`config.mk`:
```
export PLATFORM = sky130hd
export DESIGN_NAME = dm_access_unit_flat
export DESIGN_NICKNAME = d
export VERILOG_FILES = /design/src/rtl/dm_pkg.sv /design/src/rtl/dm_access_unit_if.sv /design/src/rtl/dm_load_ext.sv /design/src/rtl/dm_access_unit.sv /design/src/flat_wrapper.sv
export SDC_FILE = /design/constraint.sdc
export NUM_CORES = 1
export LEC_CHECK = 0
export CAP_MARGIN = 0
export CORE_ASPECT_RATIO = 1.4
export CORE_MARGIN = 3
export CORE_UTILIZATION = 30
export DETAILED_ROUTE_END_ITERATION = 12
export MAX_ROUTING_LAYER = met4
export SYNTH_ARGS = -nofsm -noshare
export SYNTH_HDL_FRONTEND = slang
export SYNTH_SLANG_ARGS = --single-unit
```
`constraint.sdc`:
```
create_clock -name clk -period 4.6 [get_ports clk]
set_clock_uncertainty 0.2 [all_clocks]
set_input_delay 1.15 -clock clk [delete_from_list [all_inputs] [get_ports clk]]
set_output_delay 1.15 -clock clk [all_outputs]
set_load 0.02 [all_outputs]
```
`src/rtl/dm_pkg.sv`:
```
// Shared types and constants for the byte-serial data-memory access unit:
// DMType codes, FSM state encoding, request payload and size/alignment helpers.
package dm_pkg;

  localparam int unsigned DATA_W   = 32;
  localparam int unsigned BYTE_W   = 8;
  localparam int unsigned DMTYPE_W = 3;

  localparam logic [DMTYPE_W-1:0] DM_WORD   = 3'b000;
  localparam logic [DMTYPE_W-1:0] DM_HALF   = 3'b001;
  localparam logic [DMTYPE_W-1:0] DM_HALF_U = 3'b010;
  localparam logic [DMTYPE_W-1:0] DM_BYTE   = 3'b011;
  localparam logic [DMTYPE_W-1:0] DM_BYTE_U = 3'b100;

  localparam logic [1:0] ST_IDLE = 2'd0;
  localparam logic [1:0] ST_XFER = 2'd1;
  localparam logic [1:0] ST_DONE = 2'd2;

  typedef struct packed {
    logic                we;
    logic [DMTYPE_W-1:0] dmtype;
    logic [DATA_W-1:0]   wdata;
  } dm_req_t;

  // Number of byte transfers; reserved codes behave as word.
  function automatic logic [2:0] dm_nbytes(input logic [DMTYPE_W-1:0] dmtype);
    case (dmtype)
      DM_HALF, DM_HALF_U: return 3'd2;
      DM_BYTE, DM_BYTE_U: return 3'd1;
      default:            return 3'd4;
    endcase
  endfunction

  function automatic logic dm_misaligned(input logic [DMTYPE_W-1:0] dmtype,
                                         input logic [1:0]          addr_lo);
    logic [2:0] n;
    n = dm_nbytes(dmtype);
    return ((n == 3'd2) && addr_lo[0]) || ((n == 3'd4) && (addr_lo != 2'b00));
  endfunction

endpackage

```
`src/rtl/dm_access_unit_if.sv`:
```
// Core-request and byte-wide SRAM port bundle for dm_access_unit.
// master = core/memory environment view, slave = access-unit view.
interface dm_access_unit_if import dm_pkg::*; #(
  parameter int unsigned ADDR_W = 32
);
  logic                req_valid;
  logic                req_ready;
  logic                req_we;
  logic [DMTYPE_W-1:0] req_dmtype;
  logic [ADDR_W-1:0]   req_addr;
  logic [DATA_W-1:0]   req_wdata;
  logic                resp_valid;
  logic [DATA_W-1:0]   resp_rdata;
  logic                resp_err;
  logic                mem_req;
  logic                mem_we;
  logic [ADDR_W-1:0]   mem_addr;
  logic [BYTE_W-1:0]   mem_wdata;
  logic [BYTE_W-1:0]   mem_rdata;
  logic                mem_ack;

  modport master (
    output req_valid, req_we, req_dmtype, req_addr, req_wdata,
    input  req_ready, resp_valid, resp_rdata, resp_err,
    input  mem_req, mem_we, mem_addr, mem_wdata,
    output mem_rdata, mem_ack
  );

  modport slave (
    input  req_valid, req_we, req_dmtype, req_addr, req_wdata,
    output req_ready, resp_valid, resp_rdata, resp_err,
    output mem_req, mem_we, mem_addr, mem_wdata,
    input  mem_rdata, mem_ack
  );
endinterface

```
`src/rtl/dm_load_ext.sv`:
```
// Sign/zero extension of an assembled little-endian load value by DMType.
module dm_load_ext import dm_pkg::*; (
  input  logic [DATA_W-1:0]   raw,
  input  logic [DMTYPE_W-1:0] dmtype,
  output logic [DATA_W-1:0]   ext_c
);
  always_comb begin
    ext_c = raw;
    case (dmtype)
      DM_HALF:   ext_c = {{16{raw[15]}}, raw[15:0]};
      DM_HALF_U: ext_c = {16'h0000, raw[15:0]};
      DM_BYTE:   ext_c = {{24{raw[7]}}, raw[7:0]};
      DM_BYTE_U: ext_c = {24'h000000, raw[7:0]};
      default:   ext_c = raw;
    endcase
  end
endmodule

```
`src/rtl/dm_access_unit.sv`:
```
// Load/store unit: sequences one 32-bit core access as 1/2/4 byte transfers
// on a byte-wide SRAM port. Optional DM_MISALIGN_TRAP_EN rejects misaligned half/word.
module dm_access_unit import dm_pkg::*; #(
  parameter int unsigned ADDR_W = 32
) (
  input  logic              clk,
  input  logic              rst,
  dm_access_unit_if.slave   bus
);
  localparam int unsigned IDX_W = 2;

  logic [1:0]        state_q, state_d;
  logic [IDX_W-1:0]  idx_q, idx_d, idx_nxt_c;
  logic [2:0]        nbytes_q, nbytes_d;
  dm_req_t           req_q, req_d;
  logic [ADDR_W-1:0] addr_q, addr_d;
  logic [DATA_W-1:0] data_q, data_d, data_upd_c, ext_c;
  logic              misalign_c, last_c;

  logic              req_ready_q, req_ready_d;
  logic              resp_valid_q, resp_valid_d;
  logic [DATA_W-1:0] resp_rdata_q, resp_rdata_d;
  logic              resp_err_q, resp_err_d;
  logic              mem_req_q, mem_req_d;
  logic              mem_we_q, mem_we_d;
  logic [ADDR_W-1:0] mem_addr_q, mem_addr_d;
  logic [BYTE_W-1:0] mem_wdata_q, mem_wdata_d;

  dm_load_ext u_load_ext (
    .raw    (data_upd_c),
    .dmtype (req_q.dmtype),
    .ext_c  (ext_c)
  );

  always_comb begin
`ifdef DM_MISALIGN_TRAP_EN
    misalign_c = dm_misaligned(bus.req_dmtype, bus.req_addr[1:0]);
`else
    misalign_c = 1'b0;
`endif
  end

  // Next state and next registered outputs.
  always_comb begin
    state_d      = state_q;
    idx_d        = idx_q;
    nbytes_d     = nbytes_q;
    req_d        = req_q;
    addr_d       = addr_q;
    data_d       = data_q;
    req_ready_d  = 1'b0;
    resp_valid_d = 1'b0;
    resp_rdata_d = '0;
    resp_err_d   = 1'b0;
    mem_req_d    = 1'b0;
    mem_we_d     = 1'b0;
    mem_addr_d   = mem_addr_q;
    mem_wdata_d  = mem_wdata_q;
    idx_nxt_c    = idx_q + IDX_W'(1);
    last_c       = ({1'b0, idx_q} == (nbytes_q - 3'd1));
    data_upd_c   = data_q;
    data_upd_c[{idx_q, 3'b000} +: BYTE_W] = bus.mem_rdata;

    case (state_q)
      ST_IDLE: begin
        req_ready_d = 1'b1;
        if (bus.req_valid && req_ready_q) begin
          req_d       = '{we: bus.req_we, dmtype: bus.req_dmtype, wdata: bus.req_wdata};
          addr_d      = bus.req_addr;
          idx_d       = '0;
          nbytes_d    = dm_nbytes(bus.req_dmtype);
          data_d      = '0;
          req_ready_d = 1'b0;
          if (misalign_c) begin
            state_d      = ST_DONE;
            resp_valid_d = 1'b1;
            resp_err_d   = 1'b1;
          end else begin
            state_d     = ST_XFER;
            mem_req_d   = 1'b1;
            mem_we_d    = bus.req_we;
            mem_addr_d  = bus.req_addr;
            mem_wdata_d = bus.req_wdata[BYTE_W-1:0];
          end
        end
      end
      ST_XFER: begin
        mem_req_d = 1'b1;
        mem_we_d  = mem_we_q;
        if (bus.mem_ack) begin
          data_d = data_upd_c;
          if (last_c) begin
            state_d      = ST_DONE;
            mem_req_d    = 1'b0;
            mem_we_d     = 1'b0;
            resp_valid_d = 1'b1;
            resp_rdata_d = req_q.we ? '0 : ext_c;
          end else begin
            idx_d       = idx_nxt_c;
            mem_addr_d  = addr_q + ADDR_W'(idx_nxt_c);
            mem_wdata_d = req_q.wdata[{idx_nxt_c, 3'b000} +: BYTE_W];
          end
        end
      end
      ST_DONE: begin
        state_d     = ST_IDLE;
        req_ready_d = 1'b1;
      end
      default: begin
        state_d     = ST_IDLE;
        req_ready_d = 1'b1;
      end
    endcase
  end

  always_ff @(posedge clk) begin
    if (rst) begin
      state_q      <= ST_IDLE;
      idx_q        <= '0;
      nbytes_q     <= '0;
      req_q        <= '0;
      addr_q       <= '0;
      data_q       <= '0;
      req_ready_q  <= 1'b1;
      resp_valid_q <= 1'b0;
      resp_rdata_q <= '0;
      resp_err_q   <= 1'b0;
      mem_req_q    <= 1'b0;
      mem_we_q     <= 1'b0;
      mem_addr_q   <= '0;
      mem_wdata_q  <= '0;
    end else begin
      state_q      <= state_d;
      idx_q        <= idx_d;
      nbytes_q     <= nbytes_d;
      req_q        <= req_d;
      addr_q       <= addr_d;
      data_q       <= data_d;
      req_ready_q  <= req_ready_d;
      resp_valid_q <= resp_valid_d;
      resp_rdata_q <= resp_rdata_d;
      resp_err_q   <= resp_err_d;
      mem_req_q    <= mem_req_d;
      mem_we_q     <= mem_we_d;
      mem_addr_q   <= mem_addr_d;
      mem_wdata_q  <= mem_wdata_d;
    end
  end

  assign bus.req_ready  = req_ready_q;
  assign bus.resp_valid = resp_valid_q;
  assign bus.resp_rdata = resp_rdata_q;
  assign bus.resp_err   = resp_err_q;
  assign bus.mem_req    = mem_req_q;
  assign bus.mem_we     = mem_we_q;
  assign bus.mem_addr   = mem_addr_q;
  assign bus.mem_wdata  = mem_wdata_q;

endmodule
```
`src/flat_wrapper.sv`:
```
// flat-port wrapper written by rule: the top's interface ports become plain ports
module dm_access_unit_flat import dm_pkg::*;
#(
  parameter int unsigned ADDR_W = 32
)
  (clk, rst, bus_req_valid, bus_req_we, bus_req_dmtype, bus_req_addr, bus_req_wdata, bus_req_ready, bus_resp_valid, bus_resp_rdata, bus_resp_err, bus_mem_req, bus_mem_we, bus_mem_addr, bus_mem_wdata, bus_mem_rdata, bus_mem_ack);
  dm_access_unit_if #(.ADDR_W(ADDR_W)) bus_i ();
  input  logic clk;
  input  logic rst;
  input wire logic [$bits(bus_i.req_valid)-1:0] bus_req_valid;
  input wire logic [$bits(bus_i.req_we)-1:0] bus_req_we;
  input wire logic [$bits(bus_i.req_dmtype)-1:0] bus_req_dmtype;
  input wire logic [$bits(bus_i.req_addr)-1:0] bus_req_addr;
  input wire logic [$bits(bus_i.req_wdata)-1:0] bus_req_wdata;
  output wire logic [$bits(bus_i.req_ready)-1:0] bus_req_ready;
  output wire logic [$bits(bus_i.resp_valid)-1:0] bus_resp_valid;
  output wire logic [$bits(bus_i.resp_rdata)-1:0] bus_resp_rdata;
  output wire logic [$bits(bus_i.resp_err)-1:0] bus_resp_err;
  output wire logic [$bits(bus_i.mem_req)-1:0] bus_mem_req;
  output wire logic [$bits(bus_i.mem_we)-1:0] bus_mem_we;
  output wire logic [$bits(bus_i.mem_addr)-1:0] bus_mem_addr;
  output wire logic [$bits(bus_i.mem_wdata)-1:0] bus_mem_wdata;
  input wire logic [$bits(bus_i.mem_rdata)-1:0] bus_mem_rdata;
  input wire logic [$bits(bus_i.mem_ack)-1:0] bus_mem_ack;
  assign bus_i.req_valid = bus_req_valid;
  assign bus_i.req_we = bus_req_we;
  assign bus_i.req_dmtype = bus_req_dmtype;
  assign bus_i.req_addr = bus_req_addr;
  assign bus_i.req_wdata = bus_req_wdata;
  assign bus_req_ready = bus_i.req_ready;
  assign bus_resp_valid = bus_i.resp_valid;
  assign bus_resp_rdata = bus_i.resp_rdata;
  assign bus_resp_err = bus_i.resp_err;
  assign bus_mem_req = bus_i.mem_req;
  assign bus_mem_we = bus_i.mem_we;
  assign bus_mem_addr = bus_i.mem_addr;
  assign bus_mem_wdata = bus_i.mem_wdata;
  assign bus_i.mem_rdata = bus_mem_rdata;
  assign bus_i.mem_ack = bus_mem_ack;
  dm_access_unit #(.ADDR_W(ADDR_W)) u_core (.clk(clk), .rst(rst), .bus(bus_i));
endmodule
```
; ---- Word level (Yosys, flattened, before mapping)
; Cells that the tools add are included.
[classes]
add_sub_neg = 4
eq_ne = 14
n_shift = 3
mux = 33
n_bitwise = 3
reduce_logical = 12
[ops]
columns = op, count
row1 = 32-bit two-way mux, 5
row2 = 32-bit case mux with 2 select lines, 2
row3 = 32-bit case mux with 4 select lines, 1
row4 = 32-bit by 2-bit adder with 32-bit output, 1
row5 = 32-bit bitwise mux, 1
row6 = 8-bit by 7-bit variable shift with 32-bit output (first input constant), 1
row7 = 32-bit by 6-bit variable part select with 8-bit output, 1
row8 = 8-bit by 7-bit variable part select with 32-bit output, 1
row9 = 8-bit two-way mux, 3
row10 = 8-bit case mux with 2 select lines, 1
row11 = 3-bit by 2-bit equality test with 1-bit output (second input constant), 4
row12 = 2-bit two-way mux, 6
row13 = 1-bit two-way mux, 8
row14 = 2-bit case mux with 2 select lines, 2
row15 = 5-bit negation with 7-bit output, 1
row16 = 3-bit by 1-bit equality test with 1-bit output (second input constant), 2
row17 = 3-bit equality test (second input constant), 2
row18 = 1-bit case mux with 2 select lines, 3
row19 = 3-bit case mux with 2 select lines, 1
row20 = 3-bit AND reduction, 2
row21 = 5-bit OR reduction, 1
row22 = 2-bit by 1-bit != test with 1-bit output (second input constant), 2
row23 = 2-bit != test (second input constant), 2
row24 = 2-bit AND reduction, 2
row25 = other kinds (11), 14
[totals]
reg_bits = 183
in_bits = 80
out_inout_bits = 77
word_cells = 84

; ---- Logic depth before layout (Yosys ltp)
; Gate-level depths: netlist of run 1.
[depth]
ltp_word = 5
depth_mapped = 9
ltp_nobuf = 8

; ---- Modules after synthesis
; A second synthesis of run 1 with hierarchy kept.
[unflattened]
cells_unflattened = 1069
area_unflattened_um2 = 8440.6
[modules_own_cells]
columns = module, instances, cells_each, area_each_um2, seq_area_each_um2
row1 = dm_access_unit, 1, 937, 7697.4, 3663.5
row2 = dm_load_ext, 1, 132, 743.2, 0.0

; ---- Worst setup path before layout of run 1
; No wires, ideal clock.
[synth_timing]
path_type = register to register
start = register u_core.idx_q[0]
end = register u_core.mem_addr_q[12], in the netlist u_core.bus.mem_addr[12]
setup_ns = 0.058
t_arrival_ns = 2.423
required_ns = 4.342
path_slack_ns = 1.919
path_stages_with_launch = 10
path_buffers = 1
period_less_slack_ns = 2.681
cell_sequence = dfxtp_1 inv_1 ha_1 fa_1 and4_1 clkbuf_1 nand4_1 xor2_1 a2111oi_0 a31o_2
[synth_between]
elab_chain_len = 5
elab_cells_between_ends = 8
cone_classes = 2 x add/sub / 2 x eq/ne / 3 x mux / 1 x reduce/logical
[synth_lines]
columns = item, line_no
row1 = "start, declared", dm_access_unit.sv:13  ; logic [IDX_W-1:0] idx_q, idx_d, idx_nxt_c;
row2 = "start signal, assigned", dm_access_unit.sv:134  ; idx_q <= idx_d;
row3 = 2-bit by 1-bit adder with 2-bit output, dm_access_unit.sv:59  ; idx_nxt_c = idx_q + IDX_W'(1);
row4 = 32-bit by 2-bit adder with 32-bit output, dm_access_unit.sv:100  ; mem_addr_d = addr_q + ADDR_W'(idx_nxt_c);
row5 = 32-bit two-way mux, dm_access_unit.sv:92  ; if (last_c) begin
row6 = 32-bit two-way mux, dm_access_unit.sv:90  ; if (bus.mem_ack) begin
row7 = 32-bit case mux with 2 select lines, dm_access_unit.sv:64  ; case (state_q)
row8 = "end signal, assigned", dm_access_unit.sv:145  ; mem_addr_q <= mem_addr_d;
row9 = "end, declared", dm_access_unit.sv:26  ; logic [ADDR_W-1:0] mem_addr_q, mem_addr_d;
; Parallel ways exist; a longest one is shown, timed or not. The select of a mux whose other input is x is not followed.
; A chain may end at the register's enable or synchronous reset.

; ---- Worst setup path in the final report of run 1
[layout_timing]
start = register u_core.idx_q[1]
end = register u_core.mem_addr_q[12], in the netlist u_core.bus.mem_addr[12]
; Same word-level chain as after synthesis.

==> results of run 1 <==
-- cell families (layout without fill, tap and decap cells) --
kind of cell | count (synthesis) | after routing
XOR/XNOR | 31 | 31
flip-flops | 183 | 183
AND/OR/NAND/NOR | 405 | 405
AO/OA/AOI/OAI | 253 | 253
adder cells (fa/ha/maj) | 9 | 9
multiplexers | 9 | 9
buffers and inverters | 102 | 229
other | 1 | 1
-- report_power, final --
group / switching, uW / internal [uW]
combinational: 350 / 256
clock: 689 / 715
sequential: 67.2 / 1670
total: 1110 / 2640
-- cells in the mapped netlist (all sizes together), types with 5 or more instances --
cell type	instances
nand2	229
dfxtp	183
a21oi	127
nor2	77
clkbuf	55
o21ai	29
inv	26
a22oi	23
buf	20
nor3	20
nand3	18
xnor2	17
a31oi	14
xor2	14
and4	11
a311oi	10
a211oi	9
nor2b	9
a211o	8
a22o	8
ha	8
mux4	8
nand2b	8
nand4	7
nor4	7
o22ai	5
-- cell usage in the layout (no fill, tap or decap), types with 9 or more instances in the layout --
| cell | n |
|---|---|
| a211oi_1 | 9 |
| a21oi_1 | 126 |
| a22oi_1 | 23 |
| a311oi_1 | 10 |
| a31oi_1 | 14 |
| buf_4 | 16 |
| clkbuf_16 | 17 |
| clkdlybuf4s50_1 | 154 |
| dfxtp_1 | 183 |
| inv_1 | 26 |
| nand2_1 | 229 |
| nand3_1 | 17 |
| nor2_1 | 75 |
| nor3_1 | 19 |
| o21ai_0 | 28 |
| xnor2_1 | 17 |
| xor2_1 | 14 |
-- per-stage QoR --
stage | worst slack [ns] | instance area [sq um] | total power, uW
2_1_floorplan | 1.919 | 8114 | 2115
3_3_place_gp | 1.132 | 9899 | 2381
6_report | 1.432 | 10460 | 3747
3_5_place_dp | 1.076 | 9899 | 2385
4_1_cts | 1.375 | 10460 | 3802
5_1_grt | 1.075 | 10460 | 3921
-- final cells by class --
cell class | count | share of cell area (%)
Clock buffer | 17 | 4.066
Timing Repair Buffer | 170 | 15.88
Multi-Input combinational cell | 708 | 38.32
Sequential cell | 183 | 35.02
Tap cell | 360 | 4.306
Inverter | 27 | 1.100
Clock inverter | 15 | 1.304
-- critical path, cell delays in order, from the launching register on --
cell	delay (ns)
dfxtp_1	0.47
inv_1	0.12
ha_1	0.64
fa_1	0.33
and4_1	0.42
nand4_1	0.16
xor2_1	0.18
a2111oi_0	0.44
a31o_2	0.16
-- registers in the layout (all words and copies together), names as in the netlist, 2 cells and up --
name,count
u_core.addr_q,32
u_core.bus.mem_addr,32
u_core.bus.mem_wdata,8
u_core.bus.resp_rdata,32
u_core.data_q,32
u_core.idx_q,2
u_core.nbytes_q,3
u_core.req_q,36
u_core.state_q,2
-- layer usage --
metal  GRT usage [%]  part of all wire (%)  wire length (microns)
met2           29.38                    52                  12330
met3           2.913                   3.4                    810
met1           19.72                    43                  10220
met4           5.229                   1.9                    448
met5               -                     0                      0
-- worst max-delay path by stage --
stage | cells past startpoint | endpoint | slack [ns]
floorplan | 9 | u_core.bus.mem_addr[12] | 1.92
global placement | 6 | u_core.bus.mem_addr[22] | 1.13
detailed placement | 6 | u_core.bus.mem_addr[22] | 1.08
CTS | 8 | u_core.bus.mem_addr[12] | 1.38
global route | 8 | u_core.bus.mem_addr[12] | 1.07
finish | 8 | u_core.bus.mem_addr[12] | 1.43
==> results.sh, run 1 <==
export IMPL_status="complete, no violations"
export IMPL_wl_per_cell_microns=16.09
export IMPL_synth_edff_count=0
export IMPL_whs_ns=0.2536
export IMPL_insertion_delay_ns=0.44
export IMPL_antenna_cells=0
export IMPL_clk_pin_slew_worst_paths_ns=0.07
export IMPL_drt_first_pass_iters=5
export IMPL_r2r_slack_ns=1.43
export IMPL_arrival_ns=3.36
export IMPL_core_sq_um=26360
export IMPL_grt_pass1_vias=7296
export IMPL_areaGrowthSynthToFinish_pct=28.93
export IMPL_fin_cells=1480
export IMPL_placed_cells_incl_taps=1448
export IMPL_worst_r2r_startpoint="u_core.idx_q[1]"
export IMPL_synthArstFlopShare_pct=0
export IMPL_grt_pass1_wl_microns=38630
export IMPL_synthesis_nets=1082
export IMPL_rsz0062_at_grt="false"
export IMPL_synth_cell_types=67
export IMPL_drive_gt1_share_pct=6.786
export IMPL_yosysTopAreaCellShare_pct=45.15
export IMPL_tightest_slew_ns=1.250
export IMPL_dieArea_sq_um=29080
export IMPL_initial_core_util_pct=30.78
export IMPL_min_from="u_core.req_q[1]"
export IMPL_cts_buffer_depth=2
export IMPL_fin_util_pct=39.68
export IMPL_syn_area_sq_um=8114
export IMPL_synthTopCellsByArea="dfxtp_1, nand2_1, a21oi_1"
export IMPL_seq_area_sq_um=3664
export IMPL_fill_cells=2727
export IMPL_cts_tree="built"
export IMPL_drc_errors=0
export IMPL_fp_dieW_microns=145.0
export IMPL_cap_violations=0
export IMPL_grt_use_total_pct=16.81
export IMPL_finalCritPeriodShare_pct=68.87
export IMPL_drt_iter0_markers=416
export IMPL_synth_seq_area_share_pct=45.15
export IMPL_root_buffer="clkbuf_16"
export IMPL_p_leak_uw=0.003556
export IMPL_cts_buffers=17
export IMPL_yosys_area_top_type="dfxtp_1"
export IMPL_synth_adder_area_share_pct=1.480
export IMPL_hpwl_microns=16500
export IMPL_nNetsFinal=1196
export IMPL_powerDensity_nw_per_um2=358.2
export IMPL_die_y_microns=200.6
export IMPL_slew_headroom_pct=16.68
export IMPL_htreeDepth=4
export IMPL_muxShareOfSynthArea_pct=2.344
export IMPL_synthCells=993
export IMPL_grt_max_degree=80
export IMPL_start_kind="flip-flop"
export IMPL_max_freq_mhz=315.7
export IMPL_crit_type="reg2reg"
export IMPL_setup_violations=0
export IMPL_cp_max_fo=9
export IMPL_end_kind="flip-flop"
export IMPL_vias=7226
export IMPL_holdBufCountCts=0
export IMPL_gp_congestion=0.7972
export IMPL_synth_top_family_by_area="simple AND/OR/NAND/NOR gates"
export IMPL_wirelength_microns=23810
export IMPL_min_path_cells=2
export IMPL_postCtsSetupBuffers=0
export IMPL_hold_viol=0
export IMPL_io_buffers=155
export IMPL_synthFlopType="dfxtp_1"
export IMPL_ioPinCount=157
export IMPL_cts_sinks=183
export IMPL_multi_input_area_sq_um=4009
export IMPL_synth_xor_area_share_pct=3.346
export IMPL_worstPathRequired_ns=4.79
export IMPL_synth_seq_cells=183
export IMPL_vias_per_cell=4.882
export IMPL_synthSimpleGateAreaFrac_pct=22.61
export IMPL_fin_crit_ns=3.168
export IMPL_drv_slew=0
export IMPL_num_rows=70
export IMPL_min_to="u_core.req_q[1]"
export IMPL_ys_warn_count=0
export IMPL_irDropWorstVdd_v=0.0002573
export IMPL_synth_avg_cell_area_sq_um=8.171
export IMPL_tns_ns=0
export IMPL_hold_path_class="reg2reg"
export IMPL_reg2reg_to="u_core.bus.mem_addr[12]"
export IMPL_cts_resized=0
export IMPL_cp_startpoint="u_core.idx_q[1]"
export IMPL_grt_remaining_overflow=0
export IMPL_ant_nets=0
export IMPL_ff2ff_path_depth=8
export IMPL_synth_compound_area_share_pct=19.07
export IMPL_antenna_found_initial=0
Note: power is estimated with default switching activity, not from simulation.
==> inputs of run 2 (changes only) <==
Clock period 4.6 ns to 3 ns, I/O delays scaled along.
==> results.sh, run 2 (synthesis results as in run 1) <==
export IMPL_status="complete, no violations"
export IMPL_pwr_share_comb_pct=15.9
export IMPL_cap_violations=0
export IMPL_hold_viol=0
export IMPL_grt_pass1_vias=7061
export IMPL_final_common_cell="nand2_1"
export IMPL_crit_type="reg2reg"
export IMPL_dieArea_sq_um=29080
export IMPL_nNetsFinal=1206
export IMPL_fin_crit_ns=2.749
export IMPL_core_sq_um=26360
export IMPL_vias_per_cell=4.893
export IMPL_root_buffer="clkbuf_16"
export IMPL_postCtsSetupBuffers=0
export IMPL_tightest_slew_ns=0.8846
export IMPL_num_rows=70
export IMPL_cts_buffer_depth=2
export IMPL_ant_nets=0
export IMPL_drv_slew=0
export IMPL_grt_use_total_pct=16.77
export IMPL_cts_sinks=183
export IMPL_drt_iter0_markers=453
export IMPL_cts_buffers=17
export IMPL_areaGrowthSynthToFinish_pct=31.27
export IMPL_start_kind="flip-flop"
export IMPL_whs_ns=0.2518
export IMPL_multi_input_area_sq_um=4009
export IMPL_tns_ns=0
export IMPL_wl_per_cell_microns=15.85
export IMPL_holdBufCountCts=0
export IMPL_clock_power_share_pct=39.8
export IMPL_vias=7296
export IMPL_io_buffers=155
export IMPL_drive_gt1_share_pct=7.434
export IMPL_ioPinCount=157
export IMPL_grt_pass1_wl_microns=38400
export IMPL_hold_path_class="reg2reg"
export IMPL_grt_remaining_overflow=0
export IMPL_seqPwrFrac_pct=44.3
export IMPL_drc_errors=0
export IMPL_cts_resized=0
export IMPL_rsz0062_at_grt="false"
export IMPL_max_freq_mhz=363.7
export IMPL_insertion_delay_ns=0.44
export IMPL_top_register="u_core.req_q"
export IMPL_p_leak_uw=0.003644
export IMPL_powerDensity_nw_per_um2=565.0
export IMPL_htreeDepth=4
export IMPL_largest_reg_flops=36
export IMPL_fp_dieW_microns=145.0
export IMPL_irDropWorstVdd_v=0.0004046
export IMPL_cts_tree="built"
export IMPL_antenna_found_initial=1
export IMPL_switching_power_uw=1633
export IMPL_wirelength_microns=23630
export IMPL_power_internal_uw=4385
export IMPL_worstPathRequired_ns=3.12
export IMPL_end_kind="flip-flop"
export IMPL_hpwl_microns=16460
export IMPL_sw_frac_of_total_pct=27.14
export IMPL_arrival_ns=2.87
export IMPL_setup_violations=0
export IMPL_layout_common_cells="nand2_1, dfxtp_1, clkdlybuf4s50_1"
export IMPL_cp_max_fo=13
export IMPL_grt_max_degree=81
export IMPL_finalCritPeriodShare_pct=91.64
export IMPL_seq_area_sq_um=3664
export IMPL_slew_headroom_pct=41.03
export IMPL_fill_cells=2699
export IMPL_die_y_microns=200.6
export IMPL_initial_core_util_pct=30.78
export IMPL_drt_first_pass_iters=4
export IMPL_clk_pin_slew_worst_paths_ns=0.07
export IMPL_gp_congestion=0.7861
[run 2: cell count changes in the layout (fill, tap and decap cells not counted), sizes merged]
cell	change
buf	+10
bufinv	+4
clkinv	-3
inv	-3
clkbuf	+2
diode	+1
[run 2: through the flow]
step	util, %	setup slack (ns)	cell area [sq um]	total power [uW]	std cells
2_1_floorplan	-	0.3188	8114	3243	993
3_3_place_gp	38.03	0.2535	10020	3679	1458
3_5_place_dp	38.03	0.1899	10020	3686	1458
4_1_cts	40.39	0.2356	10650	6096	1490
5_1_grt	40.40	0.01167	10650	6285	1491
6_report	40.40	0.2508	10650	6018	1491
[run 2: final cells by class]
type / count / share of cell area (%)
inverter: 27 / 1.081
timing repair buffer: 180 / 16.77
multi-input combinational: 708 / 37.64
sequential: 183 / 34.39
antenna: 1 / 0.02349
clock buffer: 19 / 4.064
tap: 360 / 4.229
clock inverter: 13 / 1.797
[run 2: power by group through the flow]
stage | registers (uW) | clock network (uW) | logic, uW
floorplan | 2760 | 0 | 479
global placement | 2720 | 0 | 960
detailed placement | 2720 | 0 | 966
CTS | 2670 | 2460 | 971
global route | 2680 | 2550 | 1060
finish | 2670 | 2400 | 957
[run 2: layer usage]
layer	share of wire [%]	vias up	global-route usage, %
li1	-	3672	-
met1	43	3433	19.66
met2	51	164	28.91
met3	4.1	27	3.094
met4	2.3	0	5.772
met5	0	-	-
[run 2: path summary, 6_finish.rpt]
kind                                         start                endpoint  slack, ns  cells after the start
worst max-delay path            u_core.nbytes_q[0]  u_core.bus.mem_addr[8]       0.25                      8
worst min-delay path              u_core.req_q[35]        u_core.req_q[35]       0.25                      2
worst max register to register  u_core.nbytes_q[0]  u_core.bus.mem_addr[8]       0.25                      8
worst min register to register    u_core.req_q[35]        u_core.req_q[35]       0.25                      2
[run 2: worst max-delay path, cell delays in order, from the launching register on]
cell     delay [ns]
dfxtp_1        0.35
inv_1          0.06
ha_1           0.30
xnor2_1        0.14
or3_1          0.47
o21ai_2        0.63
buf_4          0.30
a211o_1        0.11
a21oi_1        0.06
==> inputs of run 3 (changes only) <==
Settings changed: SLEW_MARGIN from default to 20, TNS_END_PERCENT from default to 100.
==> results of run 3 <==
No change in the layout: final DEF, timing and power equal those of run 2.
